[src/rtl/pc_pkg.sv]
// Shared types and helpers for the fetch-stage program-counter unit.
package pc_pkg;

  typedef enum logic [1:0] {IDLE, RUN, FLUSH} state_e;

  typedef enum logic [2:0] {
    SRC_TRAP, SRC_TRET, SRC_REDIR, SRC_RAS, SRC_SEQ, SRC_HOLD
  } src_e;

  localparam int ADDR_MAX = 64;

  // Clears the sub-instruction offset bits; ib must be a power of two.
  function automatic logic [ADDR_MAX-1:0] align_addr(input logic [ADDR_MAX-1:0] a,
                                                     input int unsigned ib);
    return a & ~(ADDR_MAX'(ib) - ADDR_MAX'(1));
  endfunction

endpackage

[src/rtl/pc_unit_if.sv]
// Fetch-side and control-side signals of the PC unit.
interface pc_if #(parameter int XLEN = 32);
  logic            pc_ready;
  logic [XLEN-1:0] pc;
  logic            pc_valid;
  logic            trap;
  logic [XLEN-1:0] trap_pc;
  logic            trap_return;
  logic            redirect;
  logic [XLEN-1:0] redirect_target;
  logic            call;
  logic            ret;
  logic [XLEN-1:0] ret_target;
  logic [XLEN-1:0] epc;
  logic            ras_empty;

  modport master (
    output pc_ready, trap, trap_pc, trap_return, redirect, redirect_target,
           call, ret, ret_target,
    input  pc, pc_valid, epc, ras_empty
  );

  modport slave (
    input  pc_ready, trap, trap_pc, trap_return, redirect, redirect_target,
           call, ret, ret_target,
    output pc, pc_valid, epc, ras_empty
  );
endinterface

[src/rtl/pc_ras.sv]
// Circular return-address stack; a push when full overwrites the oldest entry.
module pc_ras #(
  parameter int XLEN      = 32,
  parameter int RAS_DEPTH = 4
) (
  input  logic            clk,
  input  logic            reset,
  input  logic            push,
  input  logic [XLEN-1:0] push_data,
  input  logic            pop,
  output logic [XLEN-1:0] top,
  output logic            empty
);
  localparam int PW = $clog2(RAS_DEPTH);
  localparam logic [PW:0] FULL = (PW+1)'(RAS_DEPTH);

  logic [XLEN-1:0] mem_q [RAS_DEPTH];
  logic [PW-1:0]   ptr_q, ptr_d;
  logic [PW:0]     cnt_q, cnt_d;

  always_comb begin
    ptr_d = ptr_q;
    cnt_d = cnt_q;
    if (push) begin
      ptr_d = ptr_q + PW'(1);
      if (cnt_q != FULL) cnt_d = cnt_q + (PW+1)'(1);
    end else if (pop && cnt_q != '0) begin
      ptr_d = ptr_q - PW'(1);
      cnt_d = cnt_q - (PW+1)'(1);
    end
  end

  always_ff @(posedge clk) begin
    if (!reset) begin
      ptr_q <= '0;
      cnt_q <= '0;
    end else begin
      ptr_q <= ptr_d;
      cnt_q <= cnt_d;
    end
  end

  // Storage needs no reset: a zero count makes stale entries unreachable.
  always_ff @(posedge clk) begin
    if (push) mem_q[ptr_d] <= push_data;
  end

  assign top   = mem_q[ptr_q];
  assign empty = (cnt_q == '0);
endmodule

[src/rtl/pc_unit.sv]
// Fetch PC register with prioritised next-PC select, EPC, RAS and bubble FSM.
module pc_unit import pc_pkg::*; #(
  parameter int              XLEN         = 32,
  parameter logic [XLEN-1:0] RESET_VECTOR = '0,
  parameter logic [XLEN-1:0] TRAP_VECTOR  = XLEN'('h100),
  parameter int unsigned     INSTR_BYTES  = 4,
  parameter int              RAS_DEPTH    = 4
) (
  input logic clk,
  input logic reset,
  pc_if.slave bus
);
  state_e          state_q, state_d;
  src_e            src;
  logic [XLEN-1:0] pc_q, pc_d, epc_q, epc_d, ras_top;
  logic            ras_empty, push, pop, evt, pc_valid;

  function automatic logic [XLEN-1:0] al(input logic [XLEN-1:0] a);
    return XLEN'(align_addr(ADDR_MAX'(a), INSTR_BYTES));
  endfunction

  assign pc_valid = (state_q == RUN);

  always_comb begin
    if      (bus.trap)                  src = SRC_TRAP;
    else if (bus.trap_return)           src = SRC_TRET;
    else if (bus.redirect)              src = SRC_REDIR;
    else if (bus.ret)                   src = SRC_RAS;
    else if (pc_valid && bus.pc_ready)  src = SRC_SEQ;
    else                                src = SRC_HOLD;
    evt = (src != SRC_SEQ) && (src != SRC_HOLD);
  end

  always_comb begin
    pc_d  = pc_q;
    epc_d = epc_q;
    push  = 1'b0;
    pop   = 1'b0;
    case (src)
      SRC_TRAP:  begin pc_d = TRAP_VECTOR; epc_d = bus.trap_pc; end
      SRC_TRET:  pc_d = al(epc_q);
      SRC_REDIR: begin pc_d = al(bus.redirect_target); push = bus.call; end
      SRC_RAS: begin
        if (ras_empty) pc_d = al(bus.ret_target);
        else begin pc_d = al(ras_top); pop = 1'b1; end
      end
      SRC_SEQ:   pc_d = pc_q + XLEN'(INSTR_BYTES);
      default:   ;
    endcase
  end

  // Any redirect-class event costs exactly one bubble, whatever the current state.
  always_comb begin
    state_d = state_q;
    if (evt) state_d = FLUSH;
    else if (state_q != RUN) state_d = RUN;
  end

  always_ff @(posedge clk) begin
    if (!reset) begin
      state_q <= IDLE;
      pc_q    <= RESET_VECTOR;
      epc_q   <= '0;
    end else begin
      state_q <= state_d;
      pc_q    <= pc_d;
      epc_q   <= epc_d;
    end
  end

  pc_ras #(.XLEN(XLEN), .RAS_DEPTH(RAS_DEPTH)) u_ras (
    .clk(clk), .reset(reset), .push(push), .push_data(pc_q + XLEN'(INSTR_BYTES)),
    .pop(pop), .top(ras_top), .empty(ras_empty)
  );

  assign bus.pc        = pc_q;
  assign bus.pc_valid  = pc_valid;
  assign bus.epc       = epc_q;
  assign bus.ras_empty = ras_empty;
endmodule

[src/flat_wrapper.sv]
// flat-port wrapper written by rule: the top's interface ports become plain ports
module pc_unit_flat import pc_pkg::*;
#(
  parameter int              XLEN         = 32,
  parameter logic [XLEN-1:0] RESET_VECTOR = '0,
  parameter logic [XLEN-1:0] TRAP_VECTOR  = XLEN'('h100),
  parameter int unsigned     INSTR_BYTES  = 4,
  parameter int              RAS_DEPTH    = 4
)
  (clk, reset, bus_pc_ready, bus_trap, bus_trap_pc, bus_trap_return, bus_redirect, bus_redirect_target, bus_call, bus_ret, bus_ret_target, bus_pc, bus_pc_valid, bus_epc, bus_ras_empty);
  pc_if #(.XLEN(XLEN)) bus_i ();
  input logic clk;
  input logic reset;
  input wire logic [$bits(bus_i.pc_ready)-1:0] bus_pc_ready;
  input wire logic [$bits(bus_i.trap)-1:0] bus_trap;
  input wire logic [$bits(bus_i.trap_pc)-1:0] bus_trap_pc;
  input wire logic [$bits(bus_i.trap_return)-1:0] bus_trap_return;
  input wire logic [$bits(bus_i.redirect)-1:0] bus_redirect;
  input wire logic [$bits(bus_i.redirect_target)-1:0] bus_redirect_target;
  input wire logic [$bits(bus_i.call)-1:0] bus_call;
  input wire logic [$bits(bus_i.ret)-1:0] bus_ret;
  input wire logic [$bits(bus_i.ret_target)-1:0] bus_ret_target;
  output wire logic [$bits(bus_i.pc)-1:0] bus_pc;
  output wire logic [$bits(bus_i.pc_valid)-1:0] bus_pc_valid;
  output wire logic [$bits(bus_i.epc)-1:0] bus_epc;
  output wire logic [$bits(bus_i.ras_empty)-1:0] bus_ras_empty;
  assign bus_i.pc_ready = bus_pc_ready;
  assign bus_i.trap = bus_trap;
  assign bus_i.trap_pc = bus_trap_pc;
  assign bus_i.trap_return = bus_trap_return;
  assign bus_i.redirect = bus_redirect;
  assign bus_i.redirect_target = bus_redirect_target;
  assign bus_i.call = bus_call;
  assign bus_i.ret = bus_ret;
  assign bus_i.ret_target = bus_ret_target;
  assign bus_pc = bus_i.pc;
  assign bus_pc_valid = bus_i.pc_valid;
  assign bus_epc = bus_i.epc;
  assign bus_ras_empty = bus_i.ras_empty;
  pc_unit #(.XLEN(XLEN), .RESET_VECTOR(RESET_VECTOR), .TRAP_VECTOR(TRAP_VECTOR), .INSTR_BYTES(INSTR_BYTES), .RAS_DEPTH(RAS_DEPTH)) u_core (.clk(clk), .reset(reset), .bus(bus_i));
endmodule
[config.mk]
export PLATFORM = sky130hd
export DESIGN_NAME = pc_unit_flat
export DESIGN_NICKNAME = d
export VERILOG_FILES = /design/src/rtl/pc_pkg.sv /design/src/rtl/pc_unit_if.sv /design/src/rtl/pc_ras.sv /design/src/rtl/pc_unit.sv /design/src/flat_wrapper.sv
export SDC_FILE = /design/constraint.sdc
export NUM_CORES = 1
export LEC_CHECK = 0
export CAP_MARGIN = 20
export CELL_PAD_IN_SITES_DETAIL_PLACEMENT = 0
export CELL_PAD_IN_SITES_GLOBAL_PLACEMENT = 1
export CORE_MARGIN = 4
export CORE_UTILIZATION = 30
export CTS_CLUSTER_DIAMETER = 40
export DETAILED_ROUTE_END_ITERATION = 8
export PLACE_DENSITY_LB_ADDON = 0.1
export SYNTH_ARGS = -nofsm -noshare
export SYNTH_HDL_FRONTEND = slang
export SYNTH_SLANG_ARGS = --single-unit
[constraint.sdc]
create_clock -name clk -period 12.55 [get_ports clk]
set_input_delay 2.51 -clock clk [delete_from_list [all_inputs] [get_ports clk]]
set_output_delay 2.51 -clock clk [all_outputs]
set_load 0.02 [all_outputs]
== Yosys cells after proc, flatten, opt, wreduce, memory -nomap -nowiden ==
Memories as Yosys holds them, arrays and structs flattened. A register that Yosys moved wholly into a read port is not among the register bits.
Cells that the tools add are included.

* Memories: 1
* RAM bits: 128
* Logic and storage cells: 54
* Bits in registers: 71
* Input bits: 104

{| class="wikitable"
|+ Memories
! memory !! words !! width !! rd ports !! clocked after Yosys merged registers in !! write ports !! RTL line !! source
|-
| u_core.u_ras.mem_q || 4 || 32 || 1 || 1 || 1 || pc_ras.sv:17 || <nowiki>logic [XLEN-1:0] mem_q [RAS_DEPTH];</nowiki>
|}

* Muxes and demuxes: 20
* Reductions and logical operators: 11
* Bitwise logic cells: 1
* Equal/unequal tests: 10
* Add/subtract/negate cells: 5

{| class="wikitable"
|+ Operator list
! operator !! count
|-
| $pmux W32 S5 || 1
|-
| $add A32 B3 Y32 const B || 1
|-
| $mux W32 || 1
|-
| $mux W3 || 7
|-
| $mux W2 || 5
|-
| $ne A3 B3 Y1 const B || 3
|-
| $eq A3 B2 Y1 const B || 2
|-
| $logic_not A3 Y1 || 2
|-
| $mux W1 || 6
|-
| $reduce_bool A5 Y1 || 1
|-
| $reduce_bool A2 Y1 || 2
|-
| $add A3 B1 Y3 const B || 1
|-
| $eq A3 B1 Y1 const B || 1
|-
| $eq A3 B3 Y1 const B || 1
|-
| $logic_and A1 B1 Y1 || 3
|-
| $reduce_bool A3 Y1 || 1
|-
| $sub A3 B1 Y3 const B || 1
|-
| $add A2 B1 Y2 const B || 1
|-
| $eq A2 B1 Y1 const B || 1
|-
| $ne A2 B1 Y1 const B || 1
|-
| $ne A2 B2 Y1 const B || 1
|-
| $reduce_and A2 Y1 || 1
|-
| $reduce_or A2 Y1 || 1
|-
| $sub A2 B1 Y2 const B || 1
|-
| $not A1 Y1 || 1
|}

== Depth between registers and ports, before layout ==
* Depth in word-level cells: 13
* Depth in mapped cells: 9

== By module ==
Synthesis repeated with hierarchy kept, for this count alone.

* Cell total of the unflattened synthesis: 695
* Area total of the unflattened synthesis: 9155.0 sq um

{| class="wikitable"
|+ Modules (own cells, without submodules)
! module !! cells an instance !! area an instance (sq um) !! times used
|-
| pc_ras || 209 || 4948.5 || 1
|-
| pc_unit || 486 || 4206.5 || 1
|}

== Least setup slack after synthesis ==
Ideal clock, no wire load.

* Path kind: input port to flip-flop
* Start: input bus_trap
* End: memory u_core.u_ras.mem_q[1][10] (enable)
* Data arrival time: 5.346 ns
* Path buffers: 2
* Path slack: 6.750 ns
* Stages on the path: 5
* Cells stage by stage: clkbuf_1 > nor3b_1 > buf_2 > nand2_1 > nor3_1

* Word-level cells in the longest chain between the ends: 6
* Elaborated cells on any way between the ends: 10
* Classes of those cells: 2 x eq/ne; 7 x mux; 1 x reduce/logical

{| class="wikitable"
|+ Ends and longest elaborated chain
! what !! RTL line !! source
|-
| start: declaration || flat_wrapper.sv:15 || <nowiki>input wire logic [$bits(bus_i.trap)-1:0] bus_trap;</nowiki>
|-
| $mux W3 (*) || pc_unit.sv:25 || <nowiki>if (bus.trap) src = SRC_TRAP;</nowiki>
|-
| $eq A3 B2 Y1 || pc_unit.sv:39 || <nowiki>case (src)</nowiki>
|-
| $mux W1 || pc_unit.sv:39 ||
|-
| $logic_and A1 B1 Y1 || pc_ras.sv:27 || <nowiki>end else if (pop && cnt_q != '0) begin</nowiki>
|-
| $mux W2 || pc_ras.sv:27 ||
|-
| $mux W2 || pc_ras.sv:24 || <nowiki>if (push) begin</nowiki>
|-
| end: declaration || pc_ras.sv:17 ||
|}

Mark *: on every way between the ends. The rest lies on a longest branch, timed or not.

== Worst setup path after layout ==
* Start: input bus_trap
* End: register u_core.pc_q[31], in the netlist u_core.bus.pc[31]

* Word-level cells in the longest chain between the ends: 3
* Elaborated cells on any way between the ends: 8
* Classes of those cells: 4 x eq/ne; 2 x mux; 2 x reduce/logical

{| class="wikitable"
|+ Ends and longest elaborated chain
! what !! RTL line !! source
|-
| $mux W3 (*) || pc_unit.sv:25 ||
|-
| $eq A3 B3 Y1 (tied with other cells) || pc_unit.sv:39 ||
|-
| $pmux W32 S5 / $reduce_bool A5 Y1 (equally long branches) || -- ||
|-
| end signal: assignment || pc_unit.sv:66 || <nowiki>pc_q <= pc_d;</nowiki>
|-
| end: declaration || pc_unit.sv:15 || <nowiki>logic [XLEN-1:0] pc_q, pc_d, epc_q, epc_d, ras_top;</nowiki>
|}

Marks and branches as above.
A chain may end at the register's enable or synchronous reset.

==> metrics.md <==
| Metric | Value |
|---|---|
| Pwr Total | 1.34 mW |
| CTS resizes | 0 |
| Top Layer Used | met4 |
| Worst R2R Setup Slack | 9.61 ns |
| Sum of buffers and inverters on the critical path | 2 |
| #FFs+latches synth | between 150 and 200 |
| Crit-path max FO | 38 |
| Dpl cells | 1172 |
| Worst r2r src | u_core.u_ras.ptr_q[1] |
| Post-CTS Setup Repair Bufs | 0 |
| Critical path capture point | u_core.bus.pc[31] |
| Sequential fraction of the synthesis area | 58.5% |
| DR vias/cell | 5.18 |
| Clock root buffer | clkbuf_16 |
| DRT iter0 DRCs | 455 |
| RSZ-0062 raised after global routing | no |
| FF-to-FF path depth | 4 |
| Synth Flop Type | edfxtp_1 |
| Setup ws final | 7.59 ns |
| DR vias | a little over 6000 |
| Initial antenna violation count | 0 |
| Met1 wire length | 11800 microns |
| Routed Antenna Nets | 0 |
| CP Class | input port to flip-flop |
| Number of synthesized flops with an enable pin | 120 |
| CP peak stage delay | 0.78 ns |
| Worst hold path type | flip-flop to flip-flop |
| Ports | 170 |
| Status | finished, final reports clean |
| Core Util, Final | 39.8% |
| Total gr overflow | 0 |
| Routability cong. | just under 0.8 |
| R2R Path End | u_core.u_ras.mem_q[3][28] |
| Std cell rows | 61 |
| Number of H-tree levels | 4 |
| CTS clk-pin slew, worst paths | 0.07 ns |
| Setup crit start | bus_trap |
| Final nets | 919 |
| CP Capture Type | flip-flop |
| Max Cap Viol | 0 |
| PD cells | 121 nW/um^2 |
| Largest net degree at the start of global routing | 39 |
| Clk sink count | 189 |
| Slowest cell on the critical path | or4b_1 |
| Slew margin rel. | between 20 and 30% |
| Share of layout cells above drive strength 1 | 12.2% |
| GRT Overall Usage | 17.5% |
| Worst Skew | 0.0143 ns |
| Hold_sp | u_core.bus.epc[1] |
| Synth unique cells | 65 |
| Area Overhead vs Synth | 30.4% |
| Critical path depth | 7 |
| Cells after synthesis | roughly 660 |
| Final Setup Violations | 0 |
| Commonest cells after routing, fill and taps aside | clkdlybuf4s50_1 (162), edfxtp_1 (120), dfxtp_1 (68) |
| Warnings, synthesis | 0 |
| Final worst path period need | 4.96 ns |
| Measured slew at the worst slew-check pin | around 1.1 ns |
| Post-Layout Cell Count | 1204 |
| Dpl ws | slightly above 7 ns |
| Mean area per synthesized cell | 12.9 sq um |
| Die area | between 30000 and 40000 sq um |
| Metal3 WL | 1540 microns |
| TritonCTS clock tree | built |
| Post-route setup TNS | 0 ns |
| FFs w/ async S/R, synth | 0% |
| Critical-path cell list | buf_2 > buf_4 > or4b_1 > nor2_4 > a222oi_1 > a21boi_0 > o211ai_1 |
| Period Utilization, post-route | between 30% and 40% |
| Arrival @ worst endpoint | 5.31 ns |
| Hold Vio Cnt, Final | 0 |
| CTS Buffer Depth | 2 |
| Die width | around 180 microns |
| Drt total wl | 27200 microns |
| Router iterations before antenna repair | 6 |
| Ant diodes | 0 |
| Post-DP HPWL | around 19000 microns |
| Max rail drop VDD | between 0.00006 and 0.00007 V |
| Family with the most delay on the worst path | simple AND/OR/NAND/NOR gates |
| DRC violations left | 0 |
| Commonest non-fill, non-tap cell in the layout | clkdlybuf4s50_1 |
| I/O Buffers | 163 |
| Met2 routed WL | around 14000 microns |
| Later-pin clock latency in the skew report | 0.43 ns |
| Clock buffer count from CTS | 17 |
| Post-Syn Area | 8520 sq um |
| Wire per inst | 22.6 microns |
| Global-route wire length before repair | 40800 microns |
| Max frequency | 201 MHz |
| Final Max Slew Viols | 0 |
| Die Y | between 150 and 200 microns |
| Starting Density | a little under a third |
| Core area | between 20000 and 30000 sq um |
| Hold bufs inserted after CTS | 0 |
| CP required | 12.89 ns |
| Vias in the first global route | 6548 |
| Pleak | roughly 3.8 nW |
| Startpoint types | input port |
[where the power goes]
group | leakage [nW] | switching [mW] | total [mW] | internal, mW
registers | 1.68 | 0.0169 | 0.688 | 0.671
logic | 1.82 | 0.0641 | 0.135 | 0.0707
clock network | 0.264 | 0.251 | 0.517 | 0.266
total | 3.77 | 0.332 | 1.34 | 1.01
[per-layer routing]
layer / track usage, % / vias up
li1: - / 2860
met2: 30.5 / 212
met5: 0 / -
met1: 22.7 / 3142
met4: 3.51 / 0
met3: 3.73 / 18
[cell usage after synthesis, types with 2 or more instances]
cell type  instances  share of area [%]
edfxtp_1         120                 42
nand2_1           53                2.3
dfxtp_1           69                 16
ha_1               2               0.29
buf_2             17                1.0
a31o_2             3               0.31
and4_1             3               0.31
or3_1              6               0.44
a22o_1             3               0.31
nand4_1           11               0.81
nor4_2             2               0.29
o22ai_1            2               0.15
xor2_1            14                1.4
a22oi_1           12                1.1
nand3_1           21                1.2
nor2_1            56                2.5
nor2b_1            3               0.22
clkbuf_1          23                1.0
buf_1              3               0.13
o2bb2ai_1          5               0.51
inv_1              4               0.18
and3_1             8               0.59
nor3_1             8               0.47
a211oi_1           2               0.18
mux2i_1           38                4.5
o21ai_0           12               0.70
a21boi_0           2               0.18
or4_1              3               0.26
buf_4              7               0.62
o211ai_1           3               0.26
nor4_1             4               0.29
nand2b_1           2               0.15
nand3b_1           2               0.18
or2_2              2               0.15
nor2_4             2               0.26
mux4_2            30                7.9
a221oi_1           8               0.82
xnor2_1           28                2.9
a222oi_1          23                2.7
a31oi_1            4               0.29
a21oi_1           18                1.1
[registers in the layout, summed over array words and instances (netlist names)]
register	count
u_core.bus.epc	32
u_core.u_ras.ptr_q	2
u_core.state_q	2
u_core.bus.pc	30
u_core.u_ras.cnt_q	3
u_core.u_ras.mem_q	120
[kinds of logic after synthesis]
| kind of cell | synth area share [%] |
|---|---|
| AND/OR/NAND/NOR | 11.7 |
| flip-flops | 58.5 |
| AO/OA/AOI/OAI | 9.56 |
| multiplexers | 12.4 |
| buffers and inverters | 3.21 |
| XOR/XNOR | 4.32 |
| adder cells (fa/ha/maj) | 0.294 |
| other | 0.0440 |
[per-stage QoR]
step / cell area [sq um] / hold WS, ns
after global routing: 11100 / 0.536
after global placement: 10500 / 0.476
after detailed placement: 10600 / 0.493
final: 11100 / 0.505
after floorplan: 8530 / 0.483
after CTS: 11100 / 0.511
[layout make-up]
cell class	instances	area, sq um
Fill cell	2734	16800
Sequential cell	189	4990
Multi-Input combinational cell	417	3290
Timing Repair Buffer	182	1790
Tap cell	378	473
Clock buffer	20	447
Clock inverter	12	105
Inverter	6	27.5
[worst min-delay path, cell delays in order (launching register included)]
cell,delay [ns]
dfxtp_1,0.33
mux2i_1,0.07
nor2_1,0.07
[how the worst min path moves through the flow]
stage          cells past startpoint                     to  slack (ns)
6_report                           2      u_core.bus.epc[1]        0.50
3_5_place_dp                       2      u_core.bus.epc[1]        0.49
4_1_cts                            2      u_core.bus.epc[1]        0.51
3_3_place_gp                       2      u_core.bus.epc[1]        0.48
5_1_grt                            2      u_core.bus.epc[1]        0.54
2_1_floorplan                      1  u_core.u_ras.cnt_q[2]        0.48
Power figures use the tool's default switching activity.
==> RTL change, RTL diff (same settings) <==
Remove the case item `SRC_SEQ` of the case on `src`.
--- a/src/rtl/pc_unit.sv
+++ b/src/rtl/pc_unit.sv
@@ -44,7 +44,6 @@
         if (ras_empty) pc_d = al(bus.ret_target);
         else begin pc_d = al(ras_top); pop = 1'b1; end
       end
-      SRC_SEQ:   pc_d = pc_q + XLEN'(INSTR_BYTES);
       default:   ;
     endcase
   end
Behaviour: not the same (Yosys sat finds a counterexample within 4 cycles, from zero or initial values and one cycle with reset low).
==> RTL change against the unedited design <==
Sequential cell count stayed put; via count decreased by 8.6%; largest cell class unchanged; sequential share of layout area increased by 1.6 points; routed wire length is 11% lower; sequential power down 2%; design area fell by 3.4%; synthesized area decreased by 4.2%; power grew 2.4%; setup slack better by 0.21 ns; critical path depth fell by 1.
==> RTL change: results (changes against the unedited design) <==
| Metric | Value |
|---|---|
| Worst hold slack | `0.5068 ns (+0.001920 ns)` |
| CP max stage delay | `0.83 ns (+0.05 ns)` |
| 1st-pass router iterations | `5 (-1)` |
| Most frequent cells after synthesis | `120 x edfxtp_1, 70 x nand2_1, 69 x dfxtp_1` |
| Power per cell area | `127.8 nW/um2 (+6.0%)` |
| Largest net degree at the start of global routing | `67 (+72%)` |
| Met2 Use GR | `23.87% (-6.6 points)` |
| Slew headroom | `31.79% (+4.0 points)` |
| Fin cells | `1,132 (-6.0%)` |
| Initial drt markers | `332 (-27%)` |
| GRT met3 Usage | `4.263% (+0.54 points)` |
| Number of fill cells | `2,566 (-6.1%)` |
| Worst slack, placed | `7.361 ns (+0.2308 ns)` |
| CP Data Arrival Time | `5.11 ns (-0.20 ns)` |
| Gate Count Post-Synth | `631 (-4.7%)` |
| IO Port Bufs | `162 (-0.61%)` |
| Proportion of layout cells with a drive suffix above 1 | `11.50% (-0.72 points)` |
| Status | `complete, no violations` |
| Dpl cell area | `10,110 um2 (-4.3%)` |
| Vias | `5,695 (-8.6%)` |
| Drt wl/cell | `21.39 um (-5.4%)` |
| First-pass GRT wire length | `36.79 mm (-9.8%)` |
| Vias in the first global route | `5,853 (-11%)` |
| Hold Path Origin | `u_core.bus.pc[31]` |
| Met1 Track Usage GR | `23.46% (+0.76 points)` |
| Number of nets in the layout | `884 (-3.8%)` |
| Netlist cell types | `47 (-28%)` |
| Sw Pwr | `0.3192 mW (-4.0%)` |
| Slack of the worst reg-to-reg path | `10.19 ns (+0.58 ns)` |
| Worst Path Max Fanout | `37 (-2.6%)` |
## RTL change: worst max path at each step
stage,start,to,slack (ns)
after detailed placement,bus_redirect,u_core.bus.pc[8],7.36
after CTS,bus_redirect,u_core.bus.pc[11],7.80
after floorplan,bus_trap,u_core.u_ras.mem_q[3][10],6.83
after global routing,bus_redirect,u_core.bus.pc[11],7.67
after global placement,bus_redirect,u_core.bus.pc[8],7.36
final,bus_redirect,u_core.bus.pc[11],7.79
## RTL change: cell type report
| cell class | count | share of cell area [%] |
|---|---|---|
| clock buffers | 17 | 3.963 |
| clock inverters | 15 | 1.888 |
| inverters | 8 | 0.2797 |
| multi-input cells | 390 | 27.72 |
| flip-flops and latches | 189 | 46.45 |
| well taps | 341 | 3.974 |
| repair buffers | 172 | 15.73 |
## RTL change: tightest hold or removal path: stages (launching register included)
cell and delay [ns]:
dfxtp_1 0.35, nand2_1 0.07, o21ai_1 0.05
## RTL change: per-layer routing
layer	part of all wire [%]	up-vias	wire, um
met5	0	-	0
met4	1.1	0	277
met3	6.4	18	1557
met2	44	189	10550
met1	49	2821	11830
li1	-	2667	-
## RTL change: logic make-up (layout without fill, tap and decap cells)
kind of cell / count (synthesis) / in the layout / synth area share [%]
AND/OR/NAND/NOR: 193 / 193 / 12.38
flip-flops: 189 / 189 / 61.04
AO/OA/AOI/OAI: 100 / 100 / 7.936
multiplexers: 63 / 63 / 12.32
buffers and inverters: 53 / 212 / 2.758
XOR/XNOR: 30 / 30 / 3.217
adder cells (fa/ha/maj): 2 / 2 / 0.3064
other: 1 / 2 / 0.04592
## RTL change: power by group through the flow
stage	Combinational [mW]	Sequential, mW	Clock (mW)
2_1_floorplan	0.0495	0.699	0
3_5_place_dp	0.124	0.691	0
6_report	0.124	0.677	0.572
3_3_place_gp	0.124	0.691	0
5_1_grt	0.133	0.678	0.615
4_1_cts	0.125	0.677	0.586
